$ cat config.mk
export PLATFORM = sky130hd
export DESIGN_NAME = serial_queue_bridge_flat
export DESIGN_NICKNAME = d
export VERILOG_FILES = /design/src/rtl/serial_queue_bridge_if.sv /design/src/rtl/serial_queue_bridge.sv /design/src/flat_wrapper.sv
export SDC_FILE = /design/constraint.sdc
export NUM_CORES = 1
export LEC_CHECK = 0
export ABC_AREA = 1
export BUFFER_PORTS_ARGS = -buffer_cell sky130_fd_sc_hd__clkbuf_2
export CAP_MARGIN = 5
export CORE_MARGIN = 1
export CORE_UTILIZATION = 60
export CTS_CLUSTER_DIAMETER = 40
export DETAILED_ROUTE_END_ITERATION = 10
export HOLD_SLACK_MARGIN = 0.08
export PLACE_DENSITY = 0.74
export SYNTH_ARGS = -nofsm -noshare
export SYNTH_HDL_FRONTEND = slang
export SYNTH_SLANG_ARGS = --single-unit
$ cat constraint.sdc
create_clock -name clock_1MHz -period 6.1 [get_ports clock_1MHz]
set_clock_uncertainty 0.1 [all_clocks]
set_input_delay 0.915 -clock clock_1MHz [delete_from_list [all_inputs] [get_ports clock_1MHz]]
set_output_delay 0.915 -clock clock_1MHz [all_outputs]
set_load 0.01 [all_outputs]
$ cat src/rtl/serial_queue_bridge_if.sv
// Pin-side bundle for serial_queue_bridge: serial bit input, dequeue request, queue status/data.
// master drives the serial bits and pop requests; slave is the bridge itself.
interface serial_queue_bridge_if #(
  parameter int DATA_W = 8,
  parameter int DEPTH  = 8
);
  logic                       data_in;
  logic                       write_in;
  logic                       dequeue_in;
  logic                       status_out;
  logic [DATA_W-1:0]          data_out;
  logic [$clog2(DEPTH+1)-1:0] len_out;
  logic                       full_out;
  logic                       empty_out;
  logic                       overflow_out;

  modport master (
    output data_in, write_in, dequeue_in,
    input  status_out, data_out, len_out, full_out, empty_out, overflow_out
  );

  modport slave (
    input  data_in, write_in, dequeue_in,
    output status_out, data_out, len_out, full_out, empty_out, overflow_out
  );
endinterface

$ cat src/rtl/serial_queue_bridge.sv
// Serial bit deserializer feeding a DEPTH-entry queue, paced by des/q clock-enable ticks.
// A finished word waits in HOLD until the queue accepts it; bits arriving meanwhile are dropped and flagged.
module serial_queue_bridge #(
  parameter int DATA_W  = 8,
  parameter int DEPTH   = 8,
  parameter int DES_DIV = 10,
  parameter int Q_DIV   = 100
) (
  input logic              clock_1MHz,
  input logic              reset,
  serial_queue_bridge_if.slave bus
);
  localparam int LEN_W  = $clog2(DEPTH + 1);
  localparam int PTR_W  = $clog2(DEPTH);
  localparam int BIT_W  = $clog2(DATA_W + 1);
  localparam int DCNT_W = (DES_DIV > 1) ? $clog2(DES_DIV) : 1;
  localparam int QCNT_W = (Q_DIV > 1) ? $clog2(Q_DIV) : 1;

  typedef enum logic [1:0] {
    S_IDLE,
    S_SHIFT,
    S_HOLD
  } des_state_t;

  logic [DCNT_W-1:0] des_cnt;
  logic [QCNT_W-1:0] q_cnt;
  logic              des_tick;
  logic              q_tick;

  des_state_t        state;
  logic [DATA_W-1:0] sr;
  logic [BIT_W-1:0]  bitcnt;
  logic              req;
  logic              status_q;
  logic              overflow_q;
  logic              ack;

  logic [DATA_W-1:0] mem [DEPTH];
  logic [PTR_W-1:0]  wr_ptr;
  logic [PTR_W-1:0]  rd_ptr;
  logic [LEN_W-1:0]  len;
  logic [LEN_W-1:0]  len_next;
  logic              full_q;
  logic              empty_q;
  logic [DATA_W-1:0] data_q;
  logic              push_ok;
  logic              pop_ok;

  assign des_tick = (des_cnt == DCNT_W'(DES_DIV - 1));
  assign q_tick   = (q_cnt == QCNT_W'(Q_DIV - 1));

  always_ff @(posedge clock_1MHz or posedge reset) begin
    if (reset) begin
      des_cnt <= '0;
      q_cnt   <= '0;
    end else begin
      des_cnt <= des_tick ? '0 : des_cnt + DCNT_W'(1);
      q_cnt   <= q_tick ? '0 : q_cnt + QCNT_W'(1);
    end
  end

  // Deserializer: MSB-first shift, one bit per des_tick while write_in is high.
  always_ff @(posedge clock_1MHz or posedge reset) begin
    if (reset) begin
      state      <= S_IDLE;
      sr         <= '0;
      bitcnt     <= '0;
      req        <= 1'b0;
      status_q   <= 1'b0;
      overflow_q <= 1'b0;
    end else begin
      case (state)
        S_IDLE: begin
          if (des_tick && bus.write_in) begin
            sr       <= {sr[DATA_W-2:0], bus.data_in};
            bitcnt   <= BIT_W'(1);
            state    <= S_SHIFT;
            status_q <= 1'b1;
          end
        end
        S_SHIFT: begin
          if (des_tick && bus.write_in) begin
            sr <= {sr[DATA_W-2:0], bus.data_in};
            if (bitcnt == BIT_W'(DATA_W - 1)) begin
              bitcnt <= BIT_W'(DATA_W);
              state  <= S_HOLD;
              req    <= 1'b1;
            end else begin
              bitcnt <= bitcnt + BIT_W'(1);
            end
          end
        end
        S_HOLD: begin
          // A tick with a valid bit here means that bit is lost, even if ack lands on the same edge.
          if (des_tick && bus.write_in) begin
            overflow_q <= 1'b1;
          end
          if (ack) begin
            state    <= S_IDLE;
            req      <= 1'b0;
            bitcnt   <= '0;
            status_q <= 1'b0;
          end
        end
        default: begin
          state    <= S_IDLE;
          req      <= 1'b0;
          bitcnt   <= '0;
          status_q <= 1'b0;
        end
      endcase
    end
  end

  // Full queue may still accept a push when a pop frees the slot on the same tick.
  assign pop_ok  = bus.dequeue_in && (len != '0);
  assign push_ok = req && ((len < LEN_W'(DEPTH)) || pop_ok);
  assign ack     = q_tick && push_ok;

  always_comb begin
    len_next = len;
    if (q_tick) begin
      case ({push_ok, pop_ok})
        2'b10:   len_next = len + LEN_W'(1);
        2'b01:   len_next = len - LEN_W'(1);
        default: len_next = len;
      endcase
    end
  end

  always_ff @(posedge clock_1MHz) begin
    if (q_tick && push_ok) begin
      mem[wr_ptr] <= sr;
    end
  end

  always_ff @(posedge clock_1MHz or posedge reset) begin
    if (reset) begin
      wr_ptr  <= '0;
      rd_ptr  <= '0;
      len     <= '0;
      full_q  <= 1'b0;
      empty_q <= 1'b1;
      data_q  <= '0;
    end else begin
      len     <= len_next;
      full_q  <= (len_next == LEN_W'(DEPTH));
      empty_q <= (len_next == '0);
      if (q_tick && push_ok) begin
        wr_ptr <= wr_ptr + PTR_W'(1);
      end
      if (q_tick && pop_ok) begin
        data_q <= mem[rd_ptr];
        rd_ptr <= rd_ptr + PTR_W'(1);
      end
    end
  end

  assign bus.status_out   = status_q;
  assign bus.data_out     = data_q;
  assign bus.len_out      = len;
  assign bus.full_out     = full_q;
  assign bus.empty_out    = empty_q;
  assign bus.overflow_out = overflow_q;
endmodule
$ cat src/flat_wrapper.sv
// flat-port wrapper written by rule: the top's interface ports become plain ports
module serial_queue_bridge_flat 
#(
  parameter int DATA_W  = 8,
  parameter int DEPTH   = 8,
  parameter int DES_DIV = 10,
  parameter int Q_DIV   = 100
)
  (clock_1MHz, reset, bus_data_in, bus_write_in, bus_dequeue_in, bus_status_out, bus_data_out, bus_len_out, bus_full_out, bus_empty_out, bus_overflow_out);
  serial_queue_bridge_if #(.DATA_W(DATA_W), .DEPTH(DEPTH)) bus_i ();
  input logic clock_1MHz;
  input logic reset;
  input wire logic [$bits(bus_i.data_in)-1:0] bus_data_in;
  input wire logic [$bits(bus_i.write_in)-1:0] bus_write_in;
  input wire logic [$bits(bus_i.dequeue_in)-1:0] bus_dequeue_in;
  output wire logic [$bits(bus_i.status_out)-1:0] bus_status_out;
  output wire logic [$bits(bus_i.data_out)-1:0] bus_data_out;
  output wire logic [$bits(bus_i.len_out)-1:0] bus_len_out;
  output wire logic [$bits(bus_i.full_out)-1:0] bus_full_out;
  output wire logic [$bits(bus_i.empty_out)-1:0] bus_empty_out;
  output wire logic [$bits(bus_i.overflow_out)-1:0] bus_overflow_out;
  assign bus_i.data_in = bus_data_in;
  assign bus_i.write_in = bus_write_in;
  assign bus_i.dequeue_in = bus_dequeue_in;
  assign bus_status_out = bus_i.status_out;
  assign bus_data_out = bus_i.data_out;
  assign bus_len_out = bus_i.len_out;
  assign bus_full_out = bus_i.full_out;
  assign bus_empty_out = bus_i.empty_out;
  assign bus_overflow_out = bus_i.overflow_out;
  serial_queue_bridge #(.DATA_W(DATA_W), .DEPTH(DEPTH), .DES_DIV(DES_DIV), .Q_DIV(Q_DIV)) u_core (.clock_1MHz(clock_1MHz), .reset(reset), .bus(bus_i));
endmodule
### After elaboration in Yosys (flattened, before gate mapping)

Memory sizes are Yosys's and may differ from the RTL's. A register that Yosys moved wholly into a read port is not among the register bits.
Cells that the tools add are included.

* $add $sub $neg: 7
* order comparisons: 1
* equality and inequality tests: 12
* mux-type cells: 22
* bitwise gates (word level): 2
* reduce and logical (&&, ||, !) cells: 16

Operator list (number)
* 2-to-1 mux 4 bit: 6
* adder 4 x 1 -> 4 bit, second input constant: 3
* case mux 4 bit (3 select lines): 1
* equality test 4 bit, second input constant: 2
* 2-to-1 mux 2 bit: 4
* != test 2 x 1 -> 1 bit, second input constant: 4
* case mux 4 bit (2 select lines): 1
* AND reduction 4 bit: 2
* adder 7 x 1 -> 7 bit, second input constant: 1
* equality test 7 bit, second input constant: 1
* 2-to-1 mux 7 bit: 1
* adder 3 x 1 -> 3 bit, second input constant: 2
* 2-to-1 mux 1 bit: 6
* case mux 1 bit (3 select lines): 2
* case mux 2 bit (3 select lines): 1
* AND reduction 3 bit: 2
* logical AND 1 bit: 5
* equality test 2 x 1 -> 1 bit, second input constant: 2
* equality test 2 bit, second input constant: 2
* equality test 4 x 3 -> 1 bit, second input constant: 1
* logical NOT 4 bit: 1
* less-than comparator 4 bit, second input constant: 1
* AND reduction 2 bit: 2
* nonzero test 4 bit: 1
* 5 further kinds: 6

* register bits after elaboration: 40
* memory bits (writable): 64
* bits of input ports: 5
* output and inout bits: 16
* logic and storage cells: 74
* memories kept: 1

Memory list
* u_core.mem: depth 8, bits a word 8, rd ports 1, clocked after Yosys merged registers in 1, write ports 1, line serial_queue_bridge.sv:38 `logic [DATA_W-1:0] mem [DEPTH];`

### Longest topological paths before layout

Gate-level depths: netlist of run 1.

* word-level depth: 8
* gate-level depth with buffers: 16
* depth with buffers taken out: 16

### Worst setup path before layout of run 1

OpenSTA, ideal clock, no wires.

* kind: input-to-reg
* from: input port bus_dequeue_in
* to: register u_core.full_q (netlist: u_core.bus.full_out)
* setup time: 117 ps
* arrival: 2380 ps
* data required time: 5883 ps
* path slack: 3503 ps
* cell stages on the path: 13
* path buffers: 0
* cells stage by stage: inv_1 nor2_1 ha_1 inv_1 nand2_1 nand2_1 ha_1 nand2_1 o21a_1 o21ai_0 inv_1 nand3_1 nor2_1

* word-level cells in the longest chain between the ends: 7
* elaborated cells between the ends (all ways): 8
* those cells by class: eq/ne (3); mux (2); reduce/logical (3)

Ends and longest elaborated chain
* start: declaration: line flat_wrapper.sv:15 `input wire logic [$bits(bus_i.dequeue_in)-1:0] bus_dequeue_in;`
* logical AND 1 bit (*): line serial_queue_bridge.sv:116 `assign pop_ok = bus.dequeue_in && (len != '0);`
* logical OR 1 bit: line serial_queue_bridge.sv:117 `assign push_ok = req && ((len < LEN_W'(DEPTH)) || pop_ok);`
* logical AND 1 bit: line serial_queue_bridge.sv:117
* equality test 2 x 1 -> 1 bit / equality test 2 bit (equally long branches): line serial_queue_bridge.sv:123 `case ({push_ok, pop_ok})`
* case mux 4 bit (2 select lines) (*): line serial_queue_bridge.sv:123
* 2-to-1 mux 4 bit (*): line serial_queue_bridge.sv:122 `if (q_tick) begin`
* net u_core.len_next[1]: line serial_queue_bridge.sv:42 `logic [LEN_W-1:0] len_next;`
* equality test 4 bit (*): line serial_queue_bridge.sv:147 `full_q <= (len_next == LEN_W'(DEPTH));`
* end signal: assignment: line serial_queue_bridge.sv:147
* end: declaration: line serial_queue_bridge.sv:43 `logic full_q;`

The timed path passes the listed nets; every way through them passes the cells marked *.
A chain may end at the register's enable or synchronous reset.

==> flow_summary.json, run 1 <==
{
  "vdd_ir_drop_max_mv": 0.122,
  "maximum_number_of_pins_on_one_net_before_global_route_repair": 49,
  "postSynthNetCount": 452,
  "flow.area_growth_from_synthesis_pct": 7.24,
  "top_achievable_clock_speed_mhz": 363,
  "endpoint_kind": "flop",
  "power.static_leakage_nw": 2.26,
  "max_slew.worst_pin.slew_ns": 1.09,
  "hold_viol": 0,
  "grt_pass1_vias": 2915,
  "final_nets": 470,
  "postSynth.asyncResetShare": 0.429,
  "vias": 3085,
  "timing.critical_path.from_type": "flop",
  "clk_sinks": 112,
  "netlist.area_leader.share": 0.406,
  "globalRouteTotalUtil": 0.228,
  "fp.dieW_um": 90.8,
  "synth_area_leaders": "sky130_fd_sc_hd__edfxtp_1 41%, sky130_fd_sc_hd__dfrtp_1 25%, sky130_fd_sc_hd__nand2_1 6.4%",
  "ant_nets": 0,
  "port-buffer-count": 20,
  "dominantRegCellSynth": "sky130_fd_sc_hd__edfxtp_1",
  "chipHeight_um": 90.8,
  "final_period_minus_worst_setup_slack_ns": 2.75,
  "post_cts_resized": 0,
  "io_pins": 21,
  "synth_common_cells": "81 x sky130_fd_sc_hd__nand2_1, 67 x sky130_fd_sc_hd__nor2_1, 64 x sky130_fd_sc_hd__edfxtp_1",
  "post-dp-hpwl_um": 5810,
  "tns_ns": 0,
  "synth_seq_cells": 112,
  "drive_above_1_share": 0.117,
  "clock_tree.buffer_depth": 2,
  "synth_edf_count": 64,
  "synth.cell_area_sq_um": 4730,
  "worst_hold_slack_ns": 0.368,
  "number_of_standard_cells_after_synthesis": 440,
  "place_congestion": 0.806,
  "wl_per_cell_um": 15.1,
  "relSlewSlack": 0.270,
  "firstDrtPassIters": 5,
  "synth.lib_cells_used.distinct": 34,
  "detail_route.wirelength_um": 8510,
  "detail_route.drc_violations": 0,
  "ctsRootBufferMaster": "sky130_fd_sc_hd__clkbuf_8",
  "final.period_utilization": 0.451,
  "timing.final.setup_violations": 0,
  "dieArea_sq_um": 8250,
  "synth_area_leader_cell": "sky130_fd_sc_hd__edfxtp_1",
  "cts_buffers": 9,
  "critical_path_required_ns": 6.27,
  "gr-total-overflow": 0,
  "std_cell_core_area_sq_um": 7690,
  "cts.reportedPaths.clkPinSlew_ns": 0.11,
  "initial_utilization": 0.616,
  "cp_data_arrival_time_ns": 2.92,
  "maxCapViolCount": 0,
  "drt_iter0_markers": 253,
  "rsz0062_at_grt": "no",
  "grt_antenna_before_repair": 0,
  "diodes": 0,
  "ctsHoldBuffers": 0,
  "min_path_type": "flop to flop",
  "ys.warnings.count": 0,
  "drt-vias-per-instance": 5.46,
  "final-max-slew-violation-count": 0,
  "postCtsSetupBuffers": 0,
  "ys_seq_area_frac": 0.660,
  "cts_tree": "yes",
  "core.rowCount": 32,
  "cts_max_level": 3,
  "power_density_nw_per_um2": 246,
  "crit_type": "flop to flop",
  "crit_path_max_fanout": 34,
  "result_of_the_run": "complete, no violations",
  "synth.avg_cell_area_sq_um": 10.8,
  "most_frequent_cell_after_synthesis": "sky130_fd_sc_hd__nand2_1",
  "worstSkewPairLatency_ns": 0.37,
  "grt_first_pass_wirelength_um": 14400
}
-- power by group --
group,leakage (nW),switching [mW],internal (mW),total [mW]
Sequential,1.26,0.00701,0.803,0.810
Clock,0.0869,0.254,0.156,0.409
Combinational,0.911,0.0207,0.00975,0.0305
-- worst max-delay path, cell delays in order (launching register included) --
cell and delay [ns]:
sky130_fd_sc_hd__dfrtp_1 1.01, sky130_fd_sc_hd__inv_1 0.72, sky130_fd_sc_hd__o21ai_0 0.41, sky130_fd_sc_hd__o22ai_1 0.16
sky130_fd_sc_hd__o211ai_1 0.18, sky130_fd_sc_hd__nand2_1 0.06
-- layout by cell type (no fill, tap or decap), drive strengths merged --
cell type  count
a21oi          8
a31o           1
clkbuf        30
clkinv         2
clkinvlp       2
dfrtp         47
dfstp          1
edfxtp        64
ha             7
inv           40
nand2         87
nand3         11
nand3b         1
nand4          2
nor2          68
nor3           5
o211ai        16
o21a           1
o21ai         53
o22ai          8
or2            2
xnor2          4
xor2           3
-- metrics by stage --
step / area, sq um / std cells / util / worst slack, ns / power, mW
finish: 5070 / 565 / 0.660 / 3.35 / 1.25
global placement: 4890 / 549 / 0.637 / 3.33 / 0.855
floorplan: 4730 / 440 / - / 3.50 / 0.848
global route: 5070 / 565 / 0.660 / 3.08 / 1.29
CTS: 5070 / 565 / 0.660 / 3.40 / 1.26
detailed placement: 4890 / 549 / 0.637 / 3.19 / 0.857
-- final timing paths --
kind,from,end,slack (ns),cells after the start
min in group asynchronous,reset,u_core.bus.len_out[3]$_DFF_PP0_,0.65,2
min reg2reg,u_core.q_cnt[0]$_DFF_PP0_,u_core.q_cnt[0]$_DFF_PP0_,0.37,1
max,u_core.rd_ptr[0]$_DFFE_PP0P_,u_core.bus.data_out[1]$_DFFE_PP0P_,3.35,5
max reg2reg,u_core.rd_ptr[0]$_DFFE_PP0P_,u_core.bus.data_out[1]$_DFFE_PP0P_,3.35,5
min,u_core.q_cnt[0]$_DFF_PP0_,u_core.q_cnt[0]$_DFF_PP0_,0.37,1
max in group asynchronous,reset,u_core.bus.data_out[4]$_DFFE_PP0P_,4.64,2
-- routing by layer --
layer / wire length (um) / vias up / part of all wire / GRT usage
met2: 4010 / 80 / 0.47 / 0.348
met5: 0 / - / 0 / 0
li1: - / 1524 / - / -
met4: 82 / 0 / 0.0096 / 0.0688
met3: 404 / 10 / 0.048 / 0.0522
met1: 4010 / 1471 / 0.47 / 0.331
-- state kept, by name (all words and copies together), names as in the netlist --
register	count
u_core.mem	64
u_core.bus.data_out	8
u_core.sr	8
u_core.q_cnt	7
u_core.bitcnt	4
u_core.bus.len_out	4
u_core.des_cnt	4
u_core.rd_ptr	3
u_core.wr_ptr	3
u_core.state	2
u_core.bus.empty_out	1
u_core.bus.full_out	1
u_core.bus.overflow_out	1
u_core.bus.status_out	1
u_core.req	1
-- kinds of logic after synthesis --
family / Yosys count / share of synthesized area
compound gates: 87 / 0.105
xor+xnor: 7 / 0.0130
fa+ha+maj: 7 / 0.0185
buf+inv: 51 / 0.0442
flops: 112 / 0.660
simple gates: 176 / 0.159
-- area by class of cell --
type | count | area (sq um)
clock buffers | 10 | 128
repair buffers | 20 | 100
multi-input cells | 277 | 1400
well taps | 102 | 128
clock inverters | 6 | 52.6
flip-flops and latches | 112 | 3120
fillers | 605 | 2610
inverters | 38 | 144
(Power assumes the default switching activity.)
==> run 2: changes to the inputs <==
CORE_UTILIZATION = 55   (was 60)
PLACE_DENSITY = 0.71   (was 0.74)
clock period = 2.4 ns   (was 6.1 ns; I/O delays follow)
==> run 2 against run 1 <==
Effect of this change: fmax rose by 23%; core utilization fell by 2.6 points; via count rose by 1.6%; critical endpoint is now u_core.bus.full_out$_DFF_PP0_.
==> flow_summary.json, run 2 (same netlist as run 1, synthesis figures left out) <==
{
  "result_of_the_run": "complete, no violations",
  "longest_individual_stage_delay_on_the_worst_path_ns": 0.47,
  "finish.instance_area_sq_um": 5240,
  "detail_route.drc_violations": 0,
  "globalRouteMet2Util": 0.338,
  "post-dp-hpwl_um": 5960,
  "core.rowCount": 33,
  "ant_nets": 0,
  "worstRegToRegCells": 13,
  "crit_type": "flop to flop",
  "cts_tree": "yes",
  "clk_sinks": 112,
  "vdd_ir_drop_max_mv": 0.349,
  "use_met3": 0.0362,
  "detail_route.wirelength_um": 8710,
  "fp.dieW_um": 94.8,
  "diodes": 0,
  "final_nets": 487,
  "placed_cells_incl_taps": 566,
  "worstSkewPairLatency_ns": 0.37,
  "critical_path_required_ns": 2.61,
  "chipHeight_um": 94.8,
  "worst_hold_slack_ns": 0.0992,
  "std_cell_core_area_sq_um": 8260,
  "cp_common_cell": "sky130_fd_sc_hd__nand2_1",
  "maxCapViolCount": 0,
  "timing.critical_path.slowest_stage_cell": "sky130_fd_sc_hd__dfrtp_1",
  "final_period_minus_worst_setup_slack_ns": 2.23,
  "timing.final.setup_violations": 0,
  "power_density_nw_per_um2": 604,
  "min_path_type": "input pin to flop",
  "ctsRootBufferMaster": "sky130_fd_sc_hd__clkbuf_8",
  "gr-total-overflow": 0,
  "cts_buffers": 9,
  "drive_above_1_share": 0.167,
  "layout.cells.most_common": "sky130_fd_sc_hd__nand2_1",
  "cp_data_arrival_time_ns": 2.45,
  "clock_tree.buffer_depth": 2,
  "most-common-layout-cells": "80 x sky130_fd_sc_hd__nand2_1, 66 x sky130_fd_sc_hd__nor2_1, 64 x sky130_fd_sc_hd__edfxtp_1",
  "maximum_number_of_pins_on_one_net_before_global_route_repair": 34,
  "firstDrtPassIters": 4,
  "count_of_filler_cells_inserted_in_the_layout": 651,
  "wl_per_cell_um": 14.9,
  "port-buffer-count": 20,
  "rsz0062_at_grt": "yes",
  "relSlewSlack": 0.629,
  "top_achievable_clock_speed_mhz": 448,
  "final-instance-count-excl-fill": 585,
  "largest_reg_flops": 64,
  "grt_antenna_before_repair": 0,
  "dieArea_sq_um": 8980,
  "cts.reportedPaths.clkPinSlew_ns": 0.11,
  "highest_utilization_routing_layer_at_the_global_route_stage": "met2",
  "hold_viol": 0,
  "globalRouteTotalUtil": 0.213,
  "timing.critical_path.from_type": "flop",
  "hold_depth": 3,
  "registers.top_by_ff_count": "u_core.mem",
  "finalCoreUtilization": 0.634,
  "final-max-slew-violation-count": 0,
  "io_pins": 21,
  "max_slew.worst_pin.slew_ns": 0.557,
  "grt_first_pass_wirelength_um": 14300,
  "power.static_leakage_nw": 2.34,
  "global_route.usage.met1": 0.294,
  "crit_chain": "a21oi_1 > inv_1 > ha_2 > nand2_1 > nand2_1 > ha_1 > a21oi_2 > inv_1 > nand2_1 > nand2_1 > o21ai_2 > nand3_2 > nor2_2",
  "crit_path_max_fanout": 6,
  "vias": 3133,
  "total_power_mw": 3.16,
  "flow.area_growth_from_synthesis_pct": 10.7,
  "final.period_utilization": 0.931,
  "grt_pass1_vias": 3031,
  "drt-vias-per-instance": 5.36,
  "endpoint_kind": "flop",
  "place_area_sq_um": 5000,
  "place_congestion": 0.766,
  "cts_max_level": 3,
  "drt_iter0_markers": 190,
  "ff2ff_setup_slack_ns": 0.17,
  "initial_utilization": 0.573
}
[run 2: cell count changes in the layout (fill, tap and decap cells not counted), sizes merged]
cell         previous run  this run
inv                    40        38
clkbuf                 30        29
clkinv                  2         3
buf                     0        16
clkinvlp                2         4
dlygate4sd3             0         1
[run 2: final cells by class]
| cell class | count | area (sq um) | area share |
|---|---|---|---|
| multi-input cells | 277 | 1430 | 0.273 |
| flip-flops and latches | 112 | 3120 | 0.596 |
| repair buffers | 37 | 230 | 0.0439 |
| clock inverters | 7 | 56.3 | 0.0107 |
| clock buffers | 9 | 124 | 0.0236 |
| well taps | 105 | 131 | 0.0251 |
| inverters | 38 | 144 | 0.0275 |
[run 2: stage by stage]
stage / setup WS [ns] / TNS [ns]
floorplan: 0.137 / 0
global placement: 0.192 / 0
detailed placement: 0.0782 / 0
CTS: 0.0490 / 0
global route: -0.0386 / -0.0682
finish: 0.166 / 0
[run 2: what timing repair did]
action	4_1_cts	5_1_grt
hold buffers	1	0
endpoints found under the hold margin	47	0
setup endpoints to repair	0	4
gates resized for setup	0	10
setup buffers	0	2
[run 2: layer usage]
metal  routed length [um]  part of all wire  vias up
met2                 4190              0.48       63
met5                    0                 0        -
li1                     -                 -     1568
met4                  130             0.015        0
met1                 4140              0.47     1486
met3                  249             0.029       16
[run 2: final timing paths]
check                                                      from                        endpoint
worst max-delay path            u_core.bus.len_out[3]$_DFF_PP0_   u_core.bus.full_out$_DFF_PP0_
worst min-delay path                                bus_data_in        u_core.sr[0]$_DFFE_PP0P_
worst max register to register  u_core.bus.len_out[3]$_DFF_PP0_   u_core.bus.full_out$_DFF_PP0_
worst min register to register        u_core.q_cnt[0]$_DFF_PP0_       u_core.q_cnt[0]$_DFF_PP0_
max in group asynchronous                                 reset  u_core.bus.empty_out$_DFF_PP1_
min in group asynchronous                                 reset       u_core.q_cnt[4]$_DFF_PP0_
[run 2: where the power goes]
| part | switching (mW) | internal, mW |
|---|---|---|
| clock | 0.637 | 0.384 |
| combinational | 0.0549 | 0.0297 |
| sequential | 0.0179 | 2.04 |
| total | 0.710 | 2.45 |
[run 2: critical path, delay by kind of cell (launching register included)]
family | cells | cell delay (ns)
compound gates | 3 | 0.55
fa+ha+maj | 2 | 0.41
buf+inv | 2 | 0.16
flops | 1 | 0.47
simple gates | 6 | 0.49
